===== config.mk =====
export PLATFORM = sky130hd
export DESIGN_NAME = mem_bus_arbiter_flat
export DESIGN_NICKNAME = d
export VERILOG_FILES = /design/src/rtl/mem_arb_pkg.sv /design/src/rtl/mem_bus_arbiter_if.sv /design/src/rtl/mem_arb_pick.sv /design/src/rtl/mem_bus_arbiter.sv /design/src/flat_wrapper.sv
export SDC_FILE = /design/constraint.sdc
export NUM_CORES = 1
export LEC_CHECK = 0
export CAP_MARGIN = 20
export CORE_MARGIN = 5
export CORE_UTILIZATION = 35
export CTS_CLUSTER_SIZE = 20
export DETAILED_ROUTE_END_ITERATION = 16
export GPL_TIMING_DRIVEN = 0
export PLACE_DENSITY = 0.86
export SYNTH_ARGS = -nofsm -noshare
export SYNTH_HDL_FRONTEND = slang
export SYNTH_SLANG_ARGS = --single-unit

===== constraint.sdc =====
create_clock -name clk -period 4.3 [get_ports clk]
set_input_delay 0.43 -clock clk [delete_from_list [all_inputs] [get_ports clk]]
set_output_delay 0.43 -clock clk [all_outputs]
set_load 0.02 [all_outputs]

===== src/rtl/mem_arb_pkg.sv =====
// Shared types and defaults for the two-requester memory port arbiter.
package mem_arb_pkg;

    localparam int DEF_AW       = 8;
    localparam int DEF_DW       = 8;
    localparam int DEF_MAX_HOLD = 4;

    localparam int REQ_CPU = 0;
    localparam int REQ_DMA = 1;

    typedef enum logic [1:0] {
        IDLE = 2'd0,
        OWN0 = 2'd1,
        OWN1 = 2'd2
    } owner_e;

    function automatic owner_e own_of(input logic id);
        return id ? OWN1 : OWN0;
    endfunction

endpackage


===== src/rtl/mem_bus_arbiter_if.sv =====
// Requester-side and memory-side signals of the arbiter, bundled with
// master (requesters + memory) and slave (arbiter) views.
interface mem_bus_arbiter_if #(
    parameter int AW = mem_arb_pkg::DEF_AW,
    parameter int DW = mem_arb_pkg::DEF_DW
);
    logic [1:0]      req;
    logic [1:0]      lock;
    logic [1:0]      we;
    logic [2*AW-1:0] addr;
    logic [2*DW-1:0] wdata;
    logic [1:0]      gnt;
    logic [1:0]      rvalid;
    logic [DW-1:0]   rdata;
    logic [AW-1:0]   mem_address;
    logic            mem_write;
    logic [DW-1:0]   mem_data_in;
    logic [DW-1:0]   mem_data_out;

    modport master (
        output req, lock, we, addr, wdata, mem_data_out,
        input  gnt, rvalid, rdata, mem_address, mem_write, mem_data_in
    );

    modport slave (
        input  req, lock, we, addr, wdata, mem_data_out,
        output gnt, rvalid, rdata, mem_address, mem_write, mem_data_in
    );
endinterface


===== src/rtl/mem_arb_pick.sv =====
// Next-owner decision: round-robin on ties, forced switch after MAX_HOLD
// granted cycles unless the owner holds lock.
module mem_arb_pick
    import mem_arb_pkg::*;
#(
    parameter int MAX_HOLD = DEF_MAX_HOLD,
    parameter int HW       = 1
) (
    input  owner_e        owner_q_i,
    input  logic          last_q_i,
    input  logic [HW-1:0] hold_q_i,
    input  logic [1:0]    req_i,
    input  logic [1:0]    lock_i,
    output owner_e        owner_d_o,
    output logic          hold_clr_o
);
    localparam logic [HW-1:0] HOLD_TOP = HW'(MAX_HOLD - 1);

    logic o;
    logic x;

    always_comb begin
        // NOTE: every signal written here gets a default first, so no path leaves it unassigned and no latch is inferred.
        owner_d_o = owner_q_i;
        o         = 1'b0;
        x         = 1'b1;
        case (owner_q_i)
            IDLE: begin
                if (&req_i)        owner_d_o = own_of(~last_q_i);
                else if (req_i[0]) owner_d_o = OWN0;
                else if (req_i[1]) owner_d_o = OWN1;
            end
            OWN0, OWN1: begin
                o = (owner_q_i == OWN1);
                x = ~o;
                if (!req_i[o]) begin
                    owner_d_o = req_i[x] ? own_of(x) : IDLE;
                end else if (req_i[x] && !lock_i[o] && (hold_q_i == HOLD_TOP)) begin
                    owner_d_o = own_of(x);
                end
            end
            default: owner_d_o = IDLE;
        endcase
    end

    assign hold_clr_o = (owner_d_o != owner_q_i);

endmodule


===== src/rtl/mem_bus_arbiter.sv =====
// Shares one memory port between cpu (req 0) and dma (req 1); holds owner,
// hold counter and read-pending pipeline, and muxes the granted requester.
module mem_bus_arbiter
    import mem_arb_pkg::*;
#(
    parameter int AW       = DEF_AW,
    parameter int DW       = DEF_DW,
    parameter int MAX_HOLD = DEF_MAX_HOLD
) (
    input logic              clk,
    input logic              reset,
    mem_bus_arbiter_if.slave bus
);
    localparam int HW = (MAX_HOLD > 1) ? $clog2(MAX_HOLD) : 1;
    localparam logic [HW-1:0] HOLD_TOP = HW'(MAX_HOLD - 1);

    owner_e        owner_q, owner_d;
    logic          last_q, last_d;
    logic [HW-1:0] hold_q, hold_d;
    logic [1:0]    rd_pend_q, rd_pend_d;
    logic          hold_clr;
    logic [1:0]    gnt;

    mem_arb_pick #(.MAX_HOLD(MAX_HOLD), .HW(HW)) u_pick (
        .owner_q_i  (owner_q),
        .last_q_i   (last_q),
        .hold_q_i   (hold_q),
        .req_i      (bus.req),
        .lock_i     (bus.lock),
        .owner_d_o  (owner_d),
        .hold_clr_o (hold_clr)
    );

    always_comb begin
        last_d = last_q;
        hold_d = hold_q;
        if (hold_clr) begin
            hold_d = '0;
            if (owner_d == OWN0)      last_d = 1'b0;
            else if (owner_d == OWN1) last_d = 1'b1;
        end else if ((|gnt) && (hold_q != HOLD_TOP)) begin
            hold_d = hold_q + HW'(1);
        end
        rd_pend_d = gnt & ~bus.we;
    end

    always_ff @(posedge clk) begin
        // NOTE: state registers use non-blocking assignments so every flop samples pre-edge values.
        if (reset) begin
            owner_q   <= IDLE;
            last_q    <= 1'b1;
            hold_q    <= '0;
            rd_pend_q <= '0;
        end else begin
            owner_q   <= owner_d;
            last_q    <= last_d;
            hold_q    <= hold_d;
            rd_pend_q <= rd_pend_d;
        end
    end

    // Grant is gated by reset so nothing reaches memory while reset is held.
    always_comb begin
        gnt             = '0;
        gnt[REQ_CPU]    = (owner_q == OWN0) && bus.req[REQ_CPU] && !reset;
        gnt[REQ_DMA]    = (owner_q == OWN1) && bus.req[REQ_DMA] && !reset;
        bus.mem_address = '0;
        bus.mem_data_in = '0;
        bus.mem_write   = 1'b0;
        for (int i = 0; i < 2; i++) begin
            if (gnt[i]) begin
                bus.mem_address = bus.addr[i*AW +: AW];
                bus.mem_data_in = bus.wdata[i*DW +: DW];
                bus.mem_write   = bus.we[i];
            end
        end
    end

    assign bus.gnt    = gnt;
    assign bus.rvalid = reset ? 2'b00 : rd_pend_q;
    assign bus.rdata  = bus.mem_data_out;

endmodule


===== src/flat_wrapper.sv =====
// flat-port wrapper written by rule: the top's interface ports become plain ports
module mem_bus_arbiter_flat import mem_arb_pkg::*;
#(
    parameter int AW       = DEF_AW,
    parameter int DW       = DEF_DW,
    parameter int MAX_HOLD = DEF_MAX_HOLD
)
  (clk, reset, bus_req, bus_lock, bus_we, bus_addr, bus_wdata, bus_mem_data_out, bus_gnt, bus_rvalid, bus_rdata, bus_mem_address, bus_mem_write, bus_mem_data_in);
  mem_bus_arbiter_if #(.AW(AW), .DW(DW)) bus_i ();
  input logic clk;
  input logic reset;
  input wire logic [$bits(bus_i.req)-1:0] bus_req;
  input wire logic [$bits(bus_i.lock)-1:0] bus_lock;
  input wire logic [$bits(bus_i.we)-1:0] bus_we;
  input wire logic [$bits(bus_i.addr)-1:0] bus_addr;
  input wire logic [$bits(bus_i.wdata)-1:0] bus_wdata;
  input wire logic [$bits(bus_i.mem_data_out)-1:0] bus_mem_data_out;
  output wire logic [$bits(bus_i.gnt)-1:0] bus_gnt;
  output wire logic [$bits(bus_i.rvalid)-1:0] bus_rvalid;
  output wire logic [$bits(bus_i.rdata)-1:0] bus_rdata;
  output wire logic [$bits(bus_i.mem_address)-1:0] bus_mem_address;
  output wire logic [$bits(bus_i.mem_write)-1:0] bus_mem_write;
  output wire logic [$bits(bus_i.mem_data_in)-1:0] bus_mem_data_in;
  assign bus_i.req = bus_req;
  assign bus_i.lock = bus_lock;
  assign bus_i.we = bus_we;
  assign bus_i.addr = bus_addr;
  assign bus_i.wdata = bus_wdata;
  assign bus_i.mem_data_out = bus_mem_data_out;
  assign bus_gnt = bus_i.gnt;
  assign bus_rvalid = bus_i.rvalid;
  assign bus_rdata = bus_i.rdata;
  assign bus_mem_address = bus_i.mem_address;
  assign bus_mem_write = bus_i.mem_write;
  assign bus_mem_data_in = bus_i.mem_data_in;
  mem_bus_arbiter #(.AW(AW), .DW(DW), .MAX_HOLD(MAX_HOLD)) u_core (.clk(clk), .reset(reset), .bus(bus_i));
endmodule

# == After elaboration in Yosys (flattened, before gate mapping) ==
# Index checks and enable logic that the tools add are counted.
# totals
regBits,7
elab_cells,57
# classes
addsub,1
muxes,24
bitwise_logic,3
magnitude_cmp,2
eq_ne,7
reduce_logical,16
# ops
operator,n
8-bit 2-to-1 mux,4
2-bit 2-to-1 mux,9
1-bit 2-to-1 mux,10
1-bit logical AND,7
2-bit equality test (second input constant),3
2-bit OR reduction,3
2-bit by 1-bit equality test with 1-bit output (second input constant),2
1-bit by 2-bit < comparator with 1-bit output (second input constant),2
2-bit case mux with 2 select lines,1
2-bit AND reduction,2
2-bit by 1-bit adder with 2-bit output (second input constant),1
2-bit AND,1
1-bit logical NOT,2
2-bit logical NOT,1
2-bit inequality test,1
2-bit inequality test (second input constant),1
2-bit NOT,1
2-bit nonzero test,1
1-bit NOT,1

# == Depth between registers and ports, before layout ==
# depth
word_depth,12
depth_mapped,14
mapped_depth_nobuf,12

# == By module ==
# Synthesis repeated with hierarchy kept, for this count alone.
# hier_totals
cells_unflattened,93
hier_area_um2,814.5
# by_module_without_submodules
module,n_inst,area_per_inst_um2,cells_each
mem_bus_arbiter,1,585.6,58
mem_arb_pick,1,229.0,35

# == Least setup slack after synthesis ==
# OpenSTA, ideal clock, no wires.
# synth_timing
path_kind,register to register
startpoint,register u_core.owner_q[0]
endpoint,register u_core.last_q
setup_time_ns,0.114
path_slack_ns,1.414
stages_incl_launch_ff,14
arrival_time_ns,2.772
n_path_buf,2
cell_sequence,dfxtp_1 > clkbuf_1 > inv_1 > ha_1 > clkbuf_2 > nand4bb_1 > o2111a_1 > a211oi_2 > or2_2 > ha_1 > nor3_1 > mux2_4 > or3_1 > a21o_1
# synth_via
elab_chain_len,12
# synth_rtl
element,line,source
start: declaration,mem_bus_arbiter.sv:17,"owner_e owner_q, owner_d;"
start signal: assignment,mem_bus_arbiter.sv:55,owner_q <= owner_d;
2-bit equality test,"mem_arb_pick.sv:27, mem_arb_pick.sv:34",
1-bit 2-to-1 mux (not written as such) (2 in series),mem_arb_pick.sv:38,end else if (req_i[x] && !lock_i[o] && (hold_q_i == HOLD_TOP)) begin
1-bit logical NOT,mem_arb_pick.sv:38,
1-bit logical AND (2 in series),mem_arb_pick.sv:38,
2-bit 2-to-1 mux,mem_arb_pick.sv:38,
2-bit 2-to-1 mux,mem_arb_pick.sv:36,if (!req_i[o]) begin
2-bit case mux with 2 select lines,mem_arb_pick.sv:27,case (owner_q_i)
2-bit equality test / 2-bit by 1-bit equality test with 1-bit output (equally long branches),"mem_bus_arbiter.sv:40, mem_bus_arbiter.sv:39",
2-bit nonzero test (no line),--,
2-bit AND reduction (no line),--,
end signal: assignment,mem_bus_arbiter.sv:56,last_q <= last_d;
end: declaration,mem_bus_arbiter.sv:18,"logic last_q, last_d;"
# Several ways; a longest one is shown, not always the timed one. The select of a mux whose other input is x is not followed.
# A chain may end at the register's enable or synchronous reset.

# == Worst setup path in the final report ==
# layout_timing
startpoint,register u_core.owner_q[0]
endpoint,output bus_mem_data_in[0]
# layout_via
elab_chain_len,5
# layout_rtl
element,line,source
2-bit by 1-bit equality test with 1-bit output,mem_bus_arbiter.sv:65,gnt[REQ_CPU] = (owner_q == OWN0) && bus.req[REQ_CPU] && !reset;
1-bit logical AND (2 in series),mem_bus_arbiter.sv:65,
8-bit 2-to-1 mux,mem_bus_arbiter.sv:71,if (gnt[i]) begin
8-bit 2-to-1 mux *,mem_bus_arbiter.sv:71,
end: declaration,flat_wrapper.sv:23,output wire logic [$bits(bus_i.mem_data_in)-1:0] bus_mem_data_in;
# Every way passes the cells marked *; elsewhere a longest branch is shown, timed or not.

==> impl_metrics.ini <==
[outcome]
status = finished, final reports clean

[power]
intPower_uw = 292
p_sw_uw = 218
p_seq_share_pct = 17.8
vdd_ir_drop_max_uv = 253
p_leak_uw = 0.000662
power_density_nw_per_um2 = 310
combPwrFrac_pct = 70.0
p_clk_share_pct = 12.1
switching_share_pct = 42.8

[timing]
fmax_ghz = 0.265
hold_viol_final = 0
max_slew_margin_pct = 68.2
finalClockSkew_ns = 0.00259
setup_viol = 0
fin_crit_sh_pct = 87.6
report.final.slew_viol_count = 0
worst_slack_ns = 0.531
min_period_ns = 3.77
setup_tns_ns = 0
rsz0062_at_grt = false
tightestPinTransition_ns = 0.475

[yosys]
synth.area.top_cells = a22o_1 16%, dfxtp_1 15%, buf_4 8.1%, ha_1 8.1%, nor3_1 3.8%
synth_common_cells = 17 x a22o_1, 10 x buf_4, 9 x nor2_1, 7 x dfxtp_1, 7 x nor3_1
yosys.area.top_type_share_pct = 16.1
synth_largest_area_cell = a22o_1
avgSynthCellArea_um2 = 7.95
synthesis.area_um2 = 922
ys_types = 44
synthCells = 116
yosys_warnings = 0
ys_ff_latch = 7
postSynth.asyncResetShare_pct = 0
ys.flop_type = dfxtp_1
yosysMostFrequentCell = a22o_1
synth_edf_count = 0
synth_nets = 170
yosysSeqAreaShare_pct = 15.2

[critical_path]
critical_path_class = reg -> out
crit_chain = clkbuf_1 > inv_1 > ha_1 > clkbuf_2 > nand2_1 > or2_2 > inv_2 > nor2_1 > buf_2 > a22o_1 > clkdlybuf4s50_1
crit_required_ns = 3.87
critPathLaunchType = register
critical-path-max-stage-delay_ns = 0.63
crit_slowest_cell = clkdlybuf4s50_1
crit_path_end_kind = primary output
cp_top_family = buffers and inverters
path_max_fanout = 10
path_buf_inv = 6
cp.arrival_ns = 3.34

[die]
chipWidth_um = 61.3
fp.dieH_um = 61.3
core-area_um2 = 2500
initial_core_util_pct = 36.9
dieArea_um2 = 3760
rows = 18
ios = 77

[drt]
firstDrtPassIters = 4
drc = 0
top_layer = met4
route.met2.wl_mm = 1.80
wl_per_cell_um = 15.9
drt_wl_total_mm = 3.43
ant_nets = 0
viasPerCell = 5.30
wl_met1_mm = 1.22
wl_met3_um = 376
vias = 1145
drt_iter0_markers = 46

[placement]
place_inst = 212
portBuffers = 66
hpwl_mm = 2.89
gp_congestion = 0.832
dpl_worst_slack_ns = 0.832

[clock_tree]
cts_resized = 0
insertion_delay_ns = 0.25
numClockSinks = 7
cts_root_buf = clkbuf_4
cts_tree = yes
htreeDepth = 1
hold_buffers = 0
post_cts_buffers = 0
cts_made_buffers = 3
clkSlewWorstSetupHoldPaths_ns = 0.06
clk_path_buf_depth = 2

[global_route]
grt_max_degree = 11
grt.overflow.total = 0
grt_usage_pct = 16.4
first_global_vias = 1046
grt_pass1_wl_mm = 4.71
grt_antenna_before_repair = 0

[finish]
antenna-diode-count = 0
area_growth_pct = 78.6
fin_cells = 216
drive_above_1_share_pct = 14.0
layout.nets = 241

[run]
cap_violations = 0

[hold_path]
hp-class = in -> reg
[metal layers]
layer	GRT usage (%)	up-vias
li1	-	566
met1	17.8	524
met2	32.0	51
met3	2.52	4
met4	5.45	0
met5	0	-
[power by group through the flow]
| stage | sequential [uW] | clock, uW | combinational, uW |
|---|---|---|---|
| after floorplan | 88.2 | 0 | 238 |
| after global placement | 91.2 | 0 | 341 |
| after detailed placement | 92.4 | 0 | 355 |
| after CTS | 90.9 | 64.4 | 358 |
| after global routing | 92.9 | 66.0 | 389 |
| final | 90.9 | 61.8 | 357 |
[final timing paths]
check	from	cells past startpoint	slack, ns	end
worst min-delay path	reset	2	0.41	u_core.owner_q[0]$_SDFF_PP0_
worst min register to register	u_core.hold_q[1]$_SDFFE_PP0P_	2	0.51	u_core.hold_q[1]$_SDFFE_PP0P_
worst max-delay path	u_core.owner_q[0]$_SDFF_PP0_	11	0.53	bus_mem_data_in[0]
worst max register to register	u_core.owner_q[0]$_SDFF_PP0_	14	0.95	u_core.last_q$_SDFFE_PP1P_
[kinds of logic (layout without fill, tap and decap cells)]
kind of cell / Yosys count / count (layout) / synth area share (%)
compound gates: 37 / 37 / 32.6
xor+xnor: 1 / 1 / 0.950
fa+ha+maj: 6 / 6 / 8.14
buf+inv: 21 / 91 / 13.8
flops: 7 / 7 / 15.2
mux: 3 / 3 / 3.93
simple gates: 41 / 41 / 25.4
[area by class of cell]
cell class,count,area [um^2]
buffer,16,109
clock buffer,4,26.3
fill,226,853
inverter,5,18.8
multi-input combinational,88,654
sequential,7,140
tap,30,37.5
timing repair buffer,66,661
[flip-flops by register name, summed over array words and instances (netlist names)]
register and count:
u_core.hold_q 2, u_core.last_q 1, u_core.owner_q 2, u_core.rd_pend_q 2
[placed cells by master, fill, tap and decap left out, types with 2 or more instances in the layout]
cell type / Yosys / routed
nand3b_1: 3 / 3
o21ai_0: 2 / 2
nor2b_1: 2 / 2
nand2_1: 5 / 5
a22o_1: 17 / 17
inv_1: 4 / 4
ha_1: 6 / 6
nand3_1: 2 / 2
clkdlybuf4s50_1: 0 / 66
buf_4: 10 / 10
a211oi_2: 2 / 2
or2_2: 2 / 2
a21oi_1: 3 / 3
nor2_1: 9 / 9
buf_2: 2 / 2
clkbuf_4: 0 / 3
a21boi_0: 3 / 3
nand2b_1: 2 / 2
dfxtp_1: 7 / 7
clkbuf_1: 1 / 2
a31oi_1: 3 / 3
nor3_1: 7 / 7
[through the flow]
step / cell area (um^2) / util (%) / hold slack [ns] / total power (uW)
5_1_grt: 1650 / 65.9 / 0.432 / 548
3_5_place_dp: 1620 / 64.8 / 0.503 / 447
3_3_place_gp: 1620 / 64.8 / 0.478 / 433
6_report: 1650 / 65.9 / 0.414 / 510
2_1_floorplan: 922 / - / 0.465 / 327
4_1_cts: 1650 / 65.9 / 0.411 / 513
Power figures use the tool's default switching activity.
